File: src/rtl/i2c_burst_reader.sv
// rtl/i2c_burst_reader.sv - I2C master: write register pointer, repeated START, burst read
// Optional macro I2C_SDA_SYNC_EN adds a two-flop synchronizer on SDA_in.
module i2c_burst_reader #(
   parameter int CLK_DIV = 250,
   parameter int MAX_LEN = 8
) (
   input  logic       clk,
   input  logic       rst,
   input  logic       start,
   input  logic [6:0] dev_addr,
   input  logic [7:0] reg_addr,
   input  logic [3:0] len,
   output logic       busy,
   output logic       done,
   output logic       ack_err,
   output logic [7:0] rd_data,
   output logic       rd_valid,
   output logic       SCL,
   input  logic       SDA_in,
   output logic       SDA_out,
   output logic       SDA_oen
);

   typedef enum logic [3:0] {
      IDLE, START, WADDR, WACK1, REG, WACK2, RSTART, RADDR, WACK3, READ, MACK, STOP
   } state_t;

   localparam logic [9:0] QLAST    = 10'(CLK_DIV - 1);
   localparam logic [3:0] MAX_LEN4 = 4'(MAX_LEN);

   state_t     state, state_n;
   logic [9:0] qcnt;
   logic [1:0] qtr;
   logic [2:0] bcnt;
   logic [3:0] byte_idx;
   logic [3:0] len_r;
   logic [3:0] len_clamp;
   logic [6:0] dev_r;
   logic [7:0] reg_r;
   logic [7:0] tx_byte;
   logic [7:0] rx_sh;
   logic       ack_smp;
   logic       sda_src;
   logic       tick, sample, bit_end, accept, last_byte;
   logic       scl_d, sda_d, oen_d;

`ifdef I2C_SDA_SYNC_EN
   logic [1:0] sda_sync;

   always_ff @(posedge clk or negedge rst) begin
      if (!rst) sda_sync <= 2'b11;
      else      sda_sync <= {sda_sync[0], SDA_in};
   end

   assign sda_src = sda_sync[1];
`else
   assign sda_src = SDA_in;
`endif

   assign tick      = (state != IDLE) && (qcnt == QLAST);
   assign sample    = tick && (qtr == 2'd2);
   assign bit_end   = tick && (qtr == 2'd3);
   assign accept    = (state == IDLE) && start;
   assign last_byte = ((byte_idx + 4'd1) == len_r);
   assign len_clamp = (len > MAX_LEN4) ? MAX_LEN4 : len;
   assign busy      = (state != IDLE);

   always_ff @(posedge clk or negedge rst) begin
      if (!rst) state <= IDLE;
      else      state <= state_n;
   end

   // Bus levels per state and quarter; registered below so SCL/SDA never glitch.
   always_comb begin
      state_n = state;
      scl_d   = 1'b1;
      sda_d   = 1'b1;
      oen_d   = 1'b0;
      case (state)
         IDLE: begin
            if (start) state_n = START;
         end
         START: begin
            oen_d = 1'b1;
            sda_d = ~qtr[1];
            if (bit_end) state_n = WADDR;
         end
         WADDR, REG, RADDR: begin
            scl_d = qtr[1];
            oen_d = 1'b1;
            sda_d = tx_byte[3'd7 - bcnt];
            if (bit_end && bcnt == 3'd7) begin
               if (state == WADDR)    state_n = WACK1;
               else if (state == REG) state_n = WACK2;
               else                   state_n = WACK3;
            end
         end
         WACK1, WACK2, WACK3: begin
            scl_d = qtr[1];
            if (bit_end) begin
               if (ack_smp)             state_n = STOP;
               else if (state == WACK1) state_n = REG;
               else if (state == WACK2) state_n = (len_r == 4'd0) ? STOP : RSTART;
               else                     state_n = READ;
            end
         end
         RSTART: begin
            // SCL must be low first so SDA can rise before the high-phase fall.
            scl_d = (qtr != 2'd0);
            oen_d = 1'b1;
            sda_d = ~qtr[1];
            if (bit_end) state_n = RADDR;
         end
         READ: begin
            scl_d = qtr[1];
            if (bit_end && bcnt == 3'd7) state_n = MACK;
         end
         MACK: begin
            scl_d = qtr[1];
            oen_d = ~last_byte;
            sda_d = last_byte;
            if (bit_end) state_n = last_byte ? STOP : READ;
         end
         STOP: begin
            scl_d = (qtr != 2'd0);
            oen_d = 1'b1;
            sda_d = qtr[1];
            if (bit_end) state_n = IDLE;
         end
         default: state_n = IDLE;
      endcase
   end

   always_ff @(posedge clk or negedge rst) begin
      if (!rst) begin
         qcnt     <= '0;
         qtr      <= '0;
         bcnt     <= '0;
         byte_idx <= '0;
         len_r    <= '0;
         dev_r    <= '0;
         reg_r    <= '0;
         tx_byte  <= '0;
         rx_sh    <= '0;
         ack_smp  <= 1'b0;
         done     <= 1'b0;
         ack_err  <= 1'b0;
         rd_data  <= '0;
         rd_valid <= 1'b0;
         SCL      <= 1'b1;
         SDA_out  <= 1'b1;
         SDA_oen  <= 1'b0;
      end else begin
         done     <= 1'b0;
         rd_valid <= 1'b0;
         SCL      <= scl_d;
         SDA_out  <= sda_d;
         SDA_oen  <= oen_d;
         if (accept) begin
            qcnt     <= '0;
            qtr      <= '0;
            bcnt     <= '0;
            byte_idx <= '0;
            len_r    <= len_clamp;
            dev_r    <= dev_addr;
            reg_r    <= reg_addr;
            tx_byte  <= {dev_addr, 1'b0};
            ack_err  <= 1'b0;
         end else if (state != IDLE) begin
            if (tick) begin
               qcnt <= '0;
               qtr  <= qtr + 2'd1;
            end else begin
               qcnt <= qcnt + 10'd1;
            end
            if (sample) begin
               ack_smp <= sda_src;
               rx_sh   <= {rx_sh[6:0], sda_src};
               if (state == READ && bcnt == 3'd7) begin
                  rd_data  <= {rx_sh[6:0], sda_src};
                  rd_valid <= 1'b1;
               end
            end
            if (bit_end) begin
               case (state)
                  WADDR, REG, RADDR, READ: bcnt <= bcnt + 3'd1;
                  WACK1: begin
                     tx_byte <= reg_r;
                     if (ack_smp) ack_err <= 1'b1;
                  end
                  WACK2, WACK3: begin
                     if (ack_smp) ack_err <= 1'b1;
                  end
                  RSTART: tx_byte <= {dev_r, 1'b1};
                  MACK:   byte_idx <= byte_idx + 4'd1;
                  STOP:   done <= 1'b1;
                  default: ;
               endcase
            end
         end
      end
   end

endmodule
File: config.mk
export PLATFORM = sky130hd
export DESIGN_NAME = i2c_burst_reader
export DESIGN_NICKNAME = d
export VERILOG_FILES = /design/src/rtl/i2c_burst_reader.sv
export SDC_FILE = /design/constraint.sdc
export NUM_CORES = 1
export LEC_CHECK = 0
export BUFFER_PORTS_ARGS = -buffer_cell sky130_fd_sc_hd__buf_2
export CAP_MARGIN = 20
export CORE_MARGIN = 2
export CORE_UTILIZATION = 50
export CTS_CLUSTER_DIAMETER = 60
export DETAILED_ROUTE_END_ITERATION = 8
export PLACE_DENSITY = 0.69
export SETUP_SLACK_MARGIN = 0.5
export SLEW_MARGIN = 20
export SYNTH_ARGS = -nofsm -noshare
export SYNTH_HDL_FRONTEND = slang
export SYNTH_SLANG_ARGS = --single-unit
File: constraint.sdc
create_clock -name clk -period 2.3 [get_ports clk]
set_clock_uncertainty 0.1 [all_clocks]
set_input_delay 0.69 -clock clk [delete_from_list [all_inputs] [get_ports clk]]
set_output_delay 0.69 -clock clk [all_outputs]
set_load 0.01 [all_outputs]
After elaboration in Yosys (flattened, before gate mapping). Index checks and enable logic that the tools add are counted.

Bits in registers: 72. Input port bits: 23. Output and inout port bits: 15. Logic and storage cells: 138.

Add/subtract/negate cells: 5. Order comparisons: 2. Equality and inequality tests: 24. Mux-type cells: 53. Bitwise gates (word level): 3. Reductions and logical operators: 33.

Operators by type and width (count): $mux W4 (19); $pmux W4 S8 (1); $mux W10 (3); $mux W8 (3); $eq A4 B3 Y1 const B (4); $eq A4 B4 Y1 const B (4); $pmux W8 S2 (1); $reduce_bool A2 Y1 (8); $mux W1 (14); $ne A2 B2 Y1 const B (7); $mux W3 (4); $reduce_and A3 Y1 (4); $add A10 B1 Y10 const B (1); $eq A10 B8 Y1 const B (1); $eq A4 B2 Y1 const B (2); $logic_not A4 Y1 (2); $mux W2 (4); $reduce_and A4 Y1 (2); $reduce_and A8 Y1 (1); $reduce_or A8 Y1 (1); $logic_and A1 B1 Y1 (6); $reduce_or A3 Y1 (2); $reduce_or A6 Y1 (1); $add A4 B1 Y4 const B (1); 19 further kinds (24).

Depth between registers and ports, before layout. Gate-level depths: netlist of run 1.

Depth after elaboration: 7. Mapped depth: 8. Mapped depth without buffers: 7.

Worst setup path after synthesis of run 1. OpenSTA, ideal clock, no wires.

Path kind: reg2reg. Start: register qcnt[1]. End: register rd_data[0]. Setup time: 0.125 ns. Data arrival time: 2.312 ns. Required time: 2.075 ns. Slack: -0.237 ns. Stages on the path, launching flop included: 8. Path buffers: 0. Clock period less this slack: 2.537 ns. Path through: dfrtp_1 inv_1 ha_1 or4b_4 nor3_4 nand3_4 nor4_4 mux2_2.

Word-level cells in the longest chain between the ends: 4.

Ends and longest elaborated chain: start, declared (line 32) `logic [9:0] qcnt;`; start signal, assigned (line 174) `qcnt <= qcnt + 10'd1;`; $eq A10 B8 Y1 (line 60) `assign tick = (state != IDLE) && (qcnt == QLAST);`; $logic_and A1 B1 Y1 (line 60); $logic_and A1 B1 Y1 (line 61) `assign sample = tick && (qtr == 2'd2);`; $reduce_and A4 Y1 (no source line); end signal, assigned (line 180) `rd_data <= {rx_sh[6:0], sda_src};`; end, declared (line 16) `output logic [7:0] rd_data,`.

No other way between the ends. A chain may end at the register's enable or synchronous reset.

Final worst setup path of run 1.
Start: register qcnt[1]. End: register rd_data[1].

The elaborated chain is that of the path after synthesis.

==> results by group, run 1 <==
Drt
  – Number of routed nets with antenna violations: 0
  – Initial DRC count: 142
  – Detailed route wirelength on metal3: 352 um
  – Total via count after detailed routing: 2932
  – Routed wire length: 7830 um
  – Ratio of routed vias to standard cells: 5.37
  – Top routing layer in use: met4
  – DR WL met2: 3610 um
  – Mean routed wirelength per cell: 14.3 um
  – Number of detailed-route iterations in the first pass: 4
  – WL met1: 3750 um
  – Detailed-route DRC error count: 0

Pwr
  – Leak: 2.19 nW
  – Max rail drop VDD: 0.000363 V
  – Power per cell area: 504 mW/mm2

Logic synthesis
  – Number of synthesis warnings: 0
  – Synthesized Nets: 395
  – Yosys cell types: 44
  – Sequential area share after synthesis: 0.492
  – Biggest area contributors in the synthesized netlist: sky130_fd_sc_hd__dfrtp_1 48%, sky130_fd_sc_hd__mux2_2 8.1%, sky130_fd_sc_hd__nand2_1 7.4%
  – Prevailing post-synth register cell: sky130_fd_sc_hd__dfrtp_1
  – Avg Inst Size Synth: 9.94 um2
  – Number of synthesized flops with an enable pin: 0
  – Cell taking the most area after synthesis: sky130_fd_sc_hd__dfrtp_1
  – Synth async-reset ratio: 1.00
  – Top cells by instance count after synthesis: 71 x sky130_fd_sc_hd__nand2_1, 69 x sky130_fd_sc_hd__dfrtp_1, 36 x sky130_fd_sc_hd__o21ai_0
  – Post-synthesis sequential element count: 71
  – Portion of synthesized cell area occupied by the leading cell type: 0.477
  – Cells after synthesis: 364
  – Most instantiated library cell after synthesis: sky130_fd_sc_hd__nand2_1
  – Post-Syn Area: 0.00362 mm2

Timing
  – Worst max-slew margin expressed relative to the limit: 0.598
  – Slew at the pin with the worst max-slew slack: 598 ps
  – RSZ-0062 raised after global routing: true
  – Number of slew-limit violations in the final report: 0
  – Final period util: 0.966
  – Minimum clock period after layout: 2220 ps
  – Number of setup violations in the final report: 0
  – Number of endpoints with negative hold slack in the final report: 0
  – Highest achievable clock rate: 450 MHz

Global routing
  – Wire length of the first global-routing pass: 12800 um
  – Vias in the first global route: 2732
  – Total global routing track utilization: 0.207
  – Initial antenna violation count: 0
  – Maximum number of pins on one net before global-route repair: 72
  – Overflow left after global routing: 0

Worst setup path
  – Maximum cell stage delay along the critical path: 470 ps
  – Type of destination of the critical path: flop
  – Worst-case register-to-register setup slack: 80 ps
  – Critical Path Start Type: flop
  – Highest-delay cell along the critical path: sky130_fd_sc_hd__or4b_4
  – CP Data Arrival Time: 2350 ps
  – Count of buffer and inverter cells on the critical path: 2
  – Cell family contributing the most delay on the critical path: simple AND/OR/NAND/NOR gates
  – Critical-path maximum fanout: 9
  – Ordered cell list for the critical path: inv_1, ha_1, or4b_4, nor3_4, nand3_4, nor4_4, buf_6, mux2_2
  – Setup Crit Path Kind: reg -> reg
  – Required @ worst endpoint: 2430 ps

Die
  – Overall die area: 0.00793 mm2
  – Std-Cell Core Area: 0.00714 mm2
  – Vertical extent of the die: 89.1 um
  – Standard-cell row count: 31
  – Initial core utilization: 0.507
  – Total I/O pin count: 38
  – Die extent in x: 89.1 um

CTS
  – Clock buffers created by TritonCTS: 9
  – Worst-path clk slew: 70 ps
  – Number of buffers between clock root and the deepest sink: 2
  – Clock insertion delay at the later pin of the skew report: 350 ps
  – Depth of the CTS H-tree: 3
  – Clock tree from TritonCTS: built
  – CTS Root Buffer Type: sky130_fd_sc_hd__clkbuf_8
  – Cts hold-fix bufs: 0
  – Total number of clock tree sinks: 71

Finish
  – Number of standard cells in the layout, taps in and fillers out: 546
  – FILL cells: 597
  – Ant. Diodes: 0
  – Share of cells above drive strength 1: 0.351
  – Area grow syn2layout: 27.5%
  – Final Net Count: 473
  – Core utilization of the finished layout: 0.646

Placement
  – Number of buffer cells added on primary ports: 37
  – DPL Wire Length: 5220 um
  – Placed Instances: 507
  – Final Wtd Congestion: 0.814

Worst hold path
  – Type of the tightest min-delay check: in -> async

Run status
  – Result of the run: finished, final reports clean

Run
  – Reported max-cap violation count: 0
==> layer usage <==
metal	GRT usage	up-vias
li1	-	1439
met4	0.0719	0
met3	0.0536	12
met5	0	-
met2	0.307	65
met1	0.298	1416
==> path summary, 6_finish.rpt <==
path	startpoint	end	cells past startpoint
max	qcnt[1]	rd_data[1]	8
min	rst	SDA_oen	2
max reg2reg	qcnt[1]	rd_data[1]	8
min reg2reg	reg_r[0]	reg_r[0]	2
max in group asynchronous	rst	byte_idx[0]	2
min in group clk	reg_r[0]	reg_r[0]	2
==> flip-flops by register name, summed over array words and instances (netlist names) <==
name / count
SDA_oen: 1
SDA_out: 1
dev_r: 7
SCL: 1
state: 4
done: 1
qcnt: 10
reg_r: 8
byte_idx: 4
rd_data: 8
ack_err: 1
rd_valid: 1
tx_byte: 8
len_r: 4
qtr: 2
bcnt: 3
rx_sh: 7
==> layout make-up <==
| cell class | instances | area (um2) | area share |
|---|---|---|---|
| Multi-Input combinational cell | 267 | 1830 | 0.396 |
| Clock buffer | 10 | 138 | 0.0298 |
| Timing Repair Buffer | 84 | 633 | 0.137 |
| Sequential cell | 71 | 1790 | 0.387 |
| Tap cell | 99 | 124 | 0.0269 |
| Inverter | 9 | 40.0 | 0.00868 |
| Clock inverter | 6 | 67.6 | 0.0146 |
==> power breakdown <==
group | internal (mW) | total [mW] | switching, mW
sequential | 1.25 | 1.25 | 0.00270
combinational | 0.0187 | 0.0500 | 0.0313
clock | 0.534 | 1.02 | 0.490
==> kinds of logic after synthesis <==
family	share of synthesized area
DFF	0.492
xor gates and xnor gates	0.0266
AOI/OAI and AO/OA	0.106
muxes	0.124
and+or+nand+nor	0.196
buffers and inverters	0.0277
adders and majority gates	0.0277
==> per-stage QoR <==
step | hold slack, ps | instance area [um2] | worst slack [ps] | power, mW | TNS, ps
floorplan | 294 | 3650 | -161 | 1.28 | -1290
global placement | 357 | 4070 | 110 | 1.33 | 0
detailed placement | 363 | 4070 | 39.8 | 1.33 | 0
CTS | 261 | 4390 | 62.0 | 2.35 | 0
global route | 275 | 4610 | 14.1 | 2.42 | 0
finish | 228 | 4610 | 78.1 | 2.32 | 0
==> layout by cell type (no fill, tap or decap), types with 14 or more instances in the layout <==
master                    synthesis  layout
sky130_fd_sc_hd__buf_2            2      34
sky130_fd_sc_hd__mux2_2          26      26
sky130_fd_sc_hd__buf_4            0      29
sky130_fd_sc_hd__dfrtp_1         69      64
sky130_fd_sc_hd__nand2_1         71      67
sky130_fd_sc_hd__buf_6            0      20
sky130_fd_sc_hd__o21ai_0         36      24
sky130_fd_sc_hd__nor2_1          14      14
sky130_fd_sc_hd__a21oi_1         14      14
==> what timing repair did <==
item	4_1_cts	5_1_grt
endpoints found under the setup margin	50	72
gates cloned	1	0
resized for setup	24	34
pin swaps	1	8
setup buffers	8	14
(Power assumes the default switching activity.)
==> inputs of run 2 (changes only) <==
Settings changed: RECOVER_POWER set to 25.
==> results by group, run 2 (same netlist as run 1, synthesis figures left out) <==
Timing
  – Final period util: 0.966
  – Slack of the critical path: 78.1 ps
  – Worst slack on hold paths: 379 ps
  – RSZ-0062 raised after global routing: true
  – Highest achievable clock rate: 450 MHz
  – Worst max-slew margin expressed relative to the limit: -0.0304
  – Number of slew-limit violations in the final report: 72
  – Final-layout setup total negative slack: 0 ps
  – Minimum clock period after layout: 2220 ps
  – Number of setup violations in the final report: 0
  – Number of endpoints with negative hold slack in the final report: 0
  – Slew at the pin with the worst max-slew slack: 1550 ps

Placement
  – Number of buffer cells added on primary ports: 37
  – Final Wtd Congestion: 0.814
  – Placed Instances: 507
  – Placed standard-cell area: 0.00407 mm2
  – DPL Wire Length: 5220 um
  – Setup slack at placement: 39.8 ps

CTS
  – Depth of the CTS H-tree: 3
  – Total number of clock tree sinks: 71
  – Number of buffers between clock root and the deepest sink: 2
  – Clock buffers created by TritonCTS: 9
  – CTS Root Buffer Type: sky130_fd_sc_hd__clkbuf_8
  – Clock tree from TritonCTS: built
  – Cts hold-fix bufs: 0
  – Worst-path clk slew: 70 ps
  – Clock insertion delay at the later pin of the skew report: 350 ps

Worst hold path
  – Type of the tightest min-delay check: reg -> reg

Die
  – Vertical extent of the die: 89.1 um
  – Total I/O pin count: 38
  – Standard-cell row count: 31
  – Std-Cell Core Area: 0.00714 mm2
  – Overall die area: 0.00793 mm2
  – Die extent in x: 89.1 um
  – Initial core utilization: 0.507

Pwr
  – Total net switching power: 0.524 mW
  – Relative contribution of the clock network to total power: 0.441
  – Power per cell area: 505 mW/mm2
  – Share of total power consumed by net switching: 0.226
  – Max rail drop VDD: 0.000363 V
  – Leak: 2.18 nW
  – Seq pwr share: 0.539
  – Logic gate share of total power: 0.020
  – Total internal power: 1.80 mW

Finish
  – Highest-count cells in the layout ignoring fill and taps: 67 x sky130_fd_sc_hd__nand2_1, 64 x sky130_fd_sc_hd__dfrtp_1, 35 x sky130_fd_sc_hd__buf_2
  – Final Instance Area: 0.00460 mm2
  – Ant. Diodes: 0
  – Register with the highest flop count: qcnt
  – Share of cells above drive strength 1: 0.351
  – Area grow syn2layout: 27.1%
  – Commonest non-fill, non-tap cell in the layout: sky130_fd_sc_hd__nand2_1
  – Number of standard cells in the layout, taps in and fillers out: 546
  – Final Net Count: 473
  – Max reg flops: 10

Drt
  – Total via count after detailed routing: 2927
  – Detailed-route DRC error count: 0
  – Mean routed wirelength per cell: 14.3 um
  – Number of routed nets with antenna violations: 0
  – Ratio of routed vias to standard cells: 5.36
  – Routed wire length: 7830 um
  – Initial DRC count: 142
  – Number of detailed-route iterations in the first pass: 4

Run status
  – Violations in the final reports: max-capacitance violations, max-slew violations
  – Result of the run: finished with violations

Global routing
  – Total global routing track utilization: 0.207
  – Overflow left after global routing: 0
  – Wire length of the first global-routing pass: 12800 um
  – Initial antenna violation count: 0
  – Maximum number of pins on one net before global-route repair: 72
  – Vias in the first global route: 2732

Worst setup path
  – Worst-case register-to-register setup slack: 80 ps
  – CP Data Arrival Time: 2350 ps
  – Setup Crit Path Kind: reg -> reg
  – Highest-delay cell along the critical path: sky130_fd_sc_hd__or4b_4
  – Type of destination of the critical path: flop
  – Critical Path Start Type: flop
  – Critical-path maximum fanout: 9
  – Count of buffer and inverter cells on the critical path: 2
  – Required @ worst endpoint: 2430 ps
  – Cell family contributing the most delay on the critical path: simple AND/OR/NAND/NOR gates
  – Ordered cell list for the critical path: inv_1, ha_1, or4b_4, nor3_4, nand3_4, nor4_4, buf_6, mux2_2
  – Maximum cell stage delay along the critical path: 470 ps

Run
  – Reported max-cap violation count: 1
run 2: worst paths after layout:
| kind | start | to | depth (start not counted) |
|---|---|---|---|
| worst max-delay path | qcnt[1] | rd_data[1] | 8 |
| worst min-delay path | reg_r[0] | reg_r[0] | 2 |
| worst max register to register | qcnt[1] | rd_data[1] | 8 |
| worst min register to register | reg_r[0] | reg_r[0] | 2 |
| max in group asynchronous | rst | byte_idx[0] | 2 |
| min in group asynchronous | rst | SDA_oen | 2 |
run 2: power by group through the flow:
stage | sequential, mW | clock (mW) | combinational (mW)
after CTS | 1.25 | 1.05 | 0.0515
after floorplan | 1.27 | 0 | 0.00433
final | 1.25 | 1.02 | 0.0464
after global routing | 1.25 | 1.11 | 0.0539
after detailed placement | 1.28 | 0 | 0.0512
after global placement | 1.28 | 0 | 0.0507
run 2: per-stage QoR:
step | total power, mW | utilization
after global placement | 1.33 | 0.570
after global routing | 2.42 | 0.644
after CTS | 2.35 | 0.614
after detailed placement | 1.33 | 0.570
final | 2.32 | 0.644
after floorplan | 1.28 | -
run 2: tightest hold or removal path, cell delays in order (launching register included):
cell and delay [ps]:
sky130_fd_sc_hd__dfrtp_1 350, sky130_fd_sc_hd__nand2_1 50, sky130_fd_sc_hd__nand2_1 50
run 2: layout make-up:
class / count / area, um2
Fill cell: 599 / 2540
Clock buffer: 10 / 138
Multi-Input combinational cell: 267 / 1830
Tap cell: 99 / 124
Clock inverter: 6 / 67.6
Sequential cell: 71 / 1790
Inverter: 9 / 40.0
Timing Repair Buffer: 84 / 618
run 2: metal layers:
metal	global-route usage	wire (um)	share of wire	vias up
met3	0.0536	352	0.045	12
met5	0	0	0	-
met4	0.0719	109	0.014	0
met2	0.307	3610	0.46	65
met1	0.298	3750	0.48	1411
li1	-	-	-	1439
run 2: repair_timing:
| item | in CTS | in global routing |
|---|---|---|
| resized for setup | 24 | 34 |
| buffers inserted | 8 | 14 |
| cloned | 1 | 0 |
| pin swaps | 1 | 8 |
| endpoints found under the setup margin | 50 | 72 |
==> inputs of run 3 (changes only) <==
Settings changed: PLACE_DENSITY 0.69 to 0.66, REMOVE_ABC_BUFFERS set to 1.
Clock period 2.3 ns to 2.25 ns, I/O delays scaled along.
==> results by group, run 3 (same netlist as run 1, synthesis figures left out) <==
Worst setup path
  – Cell family contributing the most delay on the critical path: buffers and inverters
  – Count of buffer and inverter cells on the critical path: 4
  – Ordered cell list for the critical path: inv_1, ha_1, or4b_4, buf_4, buf_6, o31ai_4, buf_4, o221ai_4, mux2_2
  – Required @ worst endpoint: 2390 ps
  – Beginning of the critical path: qcnt[1]
  – Maximum cell stage delay along the critical path: 480 ps
  – Highest-delay cell along the critical path: sky130_fd_sc_hd__or4b_4
  – CP Data Arrival Time: 2440 ps
  – Type of destination of the critical path: flop
  – Setup Crit Path Kind: reg -> reg
  – Most repeated library cell on the critical path: sky130_fd_sc_hd__buf_4
  – Critical-path maximum fanout: 3
  – FF-to-FF Start: qcnt[1]
  – Critical Path Start Type: flop

CTS
  – Number of buffers between clock root and the deepest sink: 2
  – Worst-path clk slew: 80 ps
  – Clock insertion delay at the later pin of the skew report: 350 ps
  – CTS Root Buffer Type: sky130_fd_sc_hd__clkbuf_8
  – Total number of clock tree sinks: 71
  – Clock tree from TritonCTS: built
  – Depth of the CTS H-tree: 3
  – Clock buffers created by TritonCTS: 9

Finish
  – Share of cells above drive strength 1: 0.357
  – Ant. Diodes: 0
  – Final Net Count: 469
  – Final Instance Area: 0.00468 mm2
  – Highest-count cells in the layout ignoring fill and taps: 68 x sky130_fd_sc_hd__dfrtp_1, 68 x sky130_fd_sc_hd__nand2_1, 35 x sky130_fd_sc_hd__buf_2
  – Area grow syn2layout: 29.3%
  – Register with the highest flop count: qcnt
  – Max reg flops: 10

Drt
  – Detailed-route DRC error count: 0
  – Total via count after detailed routing: 2983
  – Routed wire length: 8220 um
  – Initial DRC count: 141
  – Ratio of routed vias to standard cells: 5.50
  – Number of routed nets with antenna violations: 0
  – Mean routed wirelength per cell: 15.2 um
  – Number of detailed-route iterations in the first pass: 4

Die
  – Standard-cell row count: 31
  – Overall die area: 0.00793 mm2
  – Initial core utilization: 0.507
  – Die extent in x: 89.1 um
  – Total I/O pin count: 38
  – Std-Cell Core Area: 0.00714 mm2
  – Vertical extent of the die: 89.1 um

Global routing
  – Initial antenna violation count: 0
  – Wire length of the first global-routing pass: 13000 um
  – Total global routing track utilization: 0.215
  – Vias in the first global route: 2632
  – Overflow left after global routing: 0
  – Maximum number of pins on one net before global-route repair: 72

Pwr
  – Leak: 2.20 nW
  – Final total power: 2.27 mW
  – Max rail drop VDD: 0.000334 V
  – Power per cell area: 486 mW/mm2

Timing
  – Highest achievable clock rate: 434 MHz
  – Final period util: 1.02
  – Number of slew-limit violations in the final report: 72
  – Minimum clock period after layout: 2300 ps
  – Slack of the critical path: -51.7 ps
  – RSZ-0062 raised after global routing: true
  – Slew at the pin with the worst max-slew slack: 1570 ps
  – Worst max-slew margin expressed relative to the limit: -0.0493
  – Number of setup violations in the final report: 8
  – Final-layout setup total negative slack: -183 ps
  – Number of endpoints with negative hold slack in the final report: 0

Run status
  – Result of the run: finished with violations
  – Violations in the final reports: max-capacitance violations, max-slew violations, negative setup slack

Worst hold path
  – Type of the tightest min-delay check: reg -> reg
  – Worst hold path startpoint: reg_r[2]

Placement
  – Setup slack at placement: -72.7 ps
  – Placed standard-cell area: 0.00405 mm2
  – DPL Wire Length: 5000 um
  – Final Wtd Congestion: 0.824
  – Number of buffer cells added on primary ports: 37

Run
  – Reported max-cap violation count: 1
==> run 3: cell types whose count changed in the layout (fill, tap and decap cells not counted), sizes merged <==
cell / delta
buf: -4
inv: +2
clkinvlp: -1
bufinv: -1
==> run 3: cell type report <==
type,count,area (um2)
multi-input combinational,267,1920
sequential,71,1780
clock buffer,10,138
fill,614,2460
tap,99,124
timing repair buffer,80,633
inverter,9,41.3
clock inverter,6,42.5
==> run 3: worst paths after layout <==
path | end | cells after the start | slack (ps)
max in group asynchronous | byte_idx[0] | 2 | 290
max reg2reg | state[2] | 9 | -50
min reg2reg | reg_r[2] | 2 | 380
max | state[2] | 9 | -50
min in group asynchronous | SDA_oen | 2 | 690
min | reg_r[2] | 2 | 380
==> run 3: what timing repair did <==
item / CTS / global route
pin swaps: 2 / 10
endpoints found under the setup margin: 72 / 73
setup buffers: 10 / 7
gates cloned: 2 / 1
gates resized for setup: 38 / 47
endpoints found under the hold margin: 0 / 0
hold buffers: 0 / 0
==> run 3: layer usage <==
| layer | GRT usage | vias to the layer above | wire length, um |
|---|---|---|---|
| li1 | - | 1439 | - |
| met1 | 0.305 | 1475 | 3790 |
| met2 | 0.330 | 59 | 3990 |
| met3 | 0.0545 | 10 | 296 |
| met4 | 0.0638 | 0 | 141 |
| met5 | 0 | - | 0 |
==> run 3: where the power goes <==
part,switching (mW),internal [mW]
registers,0.00274,1.28
logic,0.0314,0.0161
clock network,0.513,0.434
==> run 3: worst register-to-register path, stage by stage (launching register included) <==
cell and delay, ps:
sky130_fd_sc_hd__dfrtp_1 380, sky130_fd_sc_hd__inv_1 50, sky130_fd_sc_hd__ha_1 130, sky130_fd_sc_hd__or4b_4 480, sky130_fd_sc_hd__buf_4 160, sky130_fd_sc_hd__buf_6 110
sky130_fd_sc_hd__o31ai_4 210, sky130_fd_sc_hd__buf_4 170, sky130_fd_sc_hd__o221ai_4 110, sky130_fd_sc_hd__mux2_2 300
==> run 3: per-stage QoR <==
step	utilization	hold slack (ps)	std cells
after detailed placement	0.567	361	506
after CTS	0.624	250	534
final	0.656	376	542
after global placement	0.567	356	506
after floorplan	-	279	347
after global routing	0.656	404	542
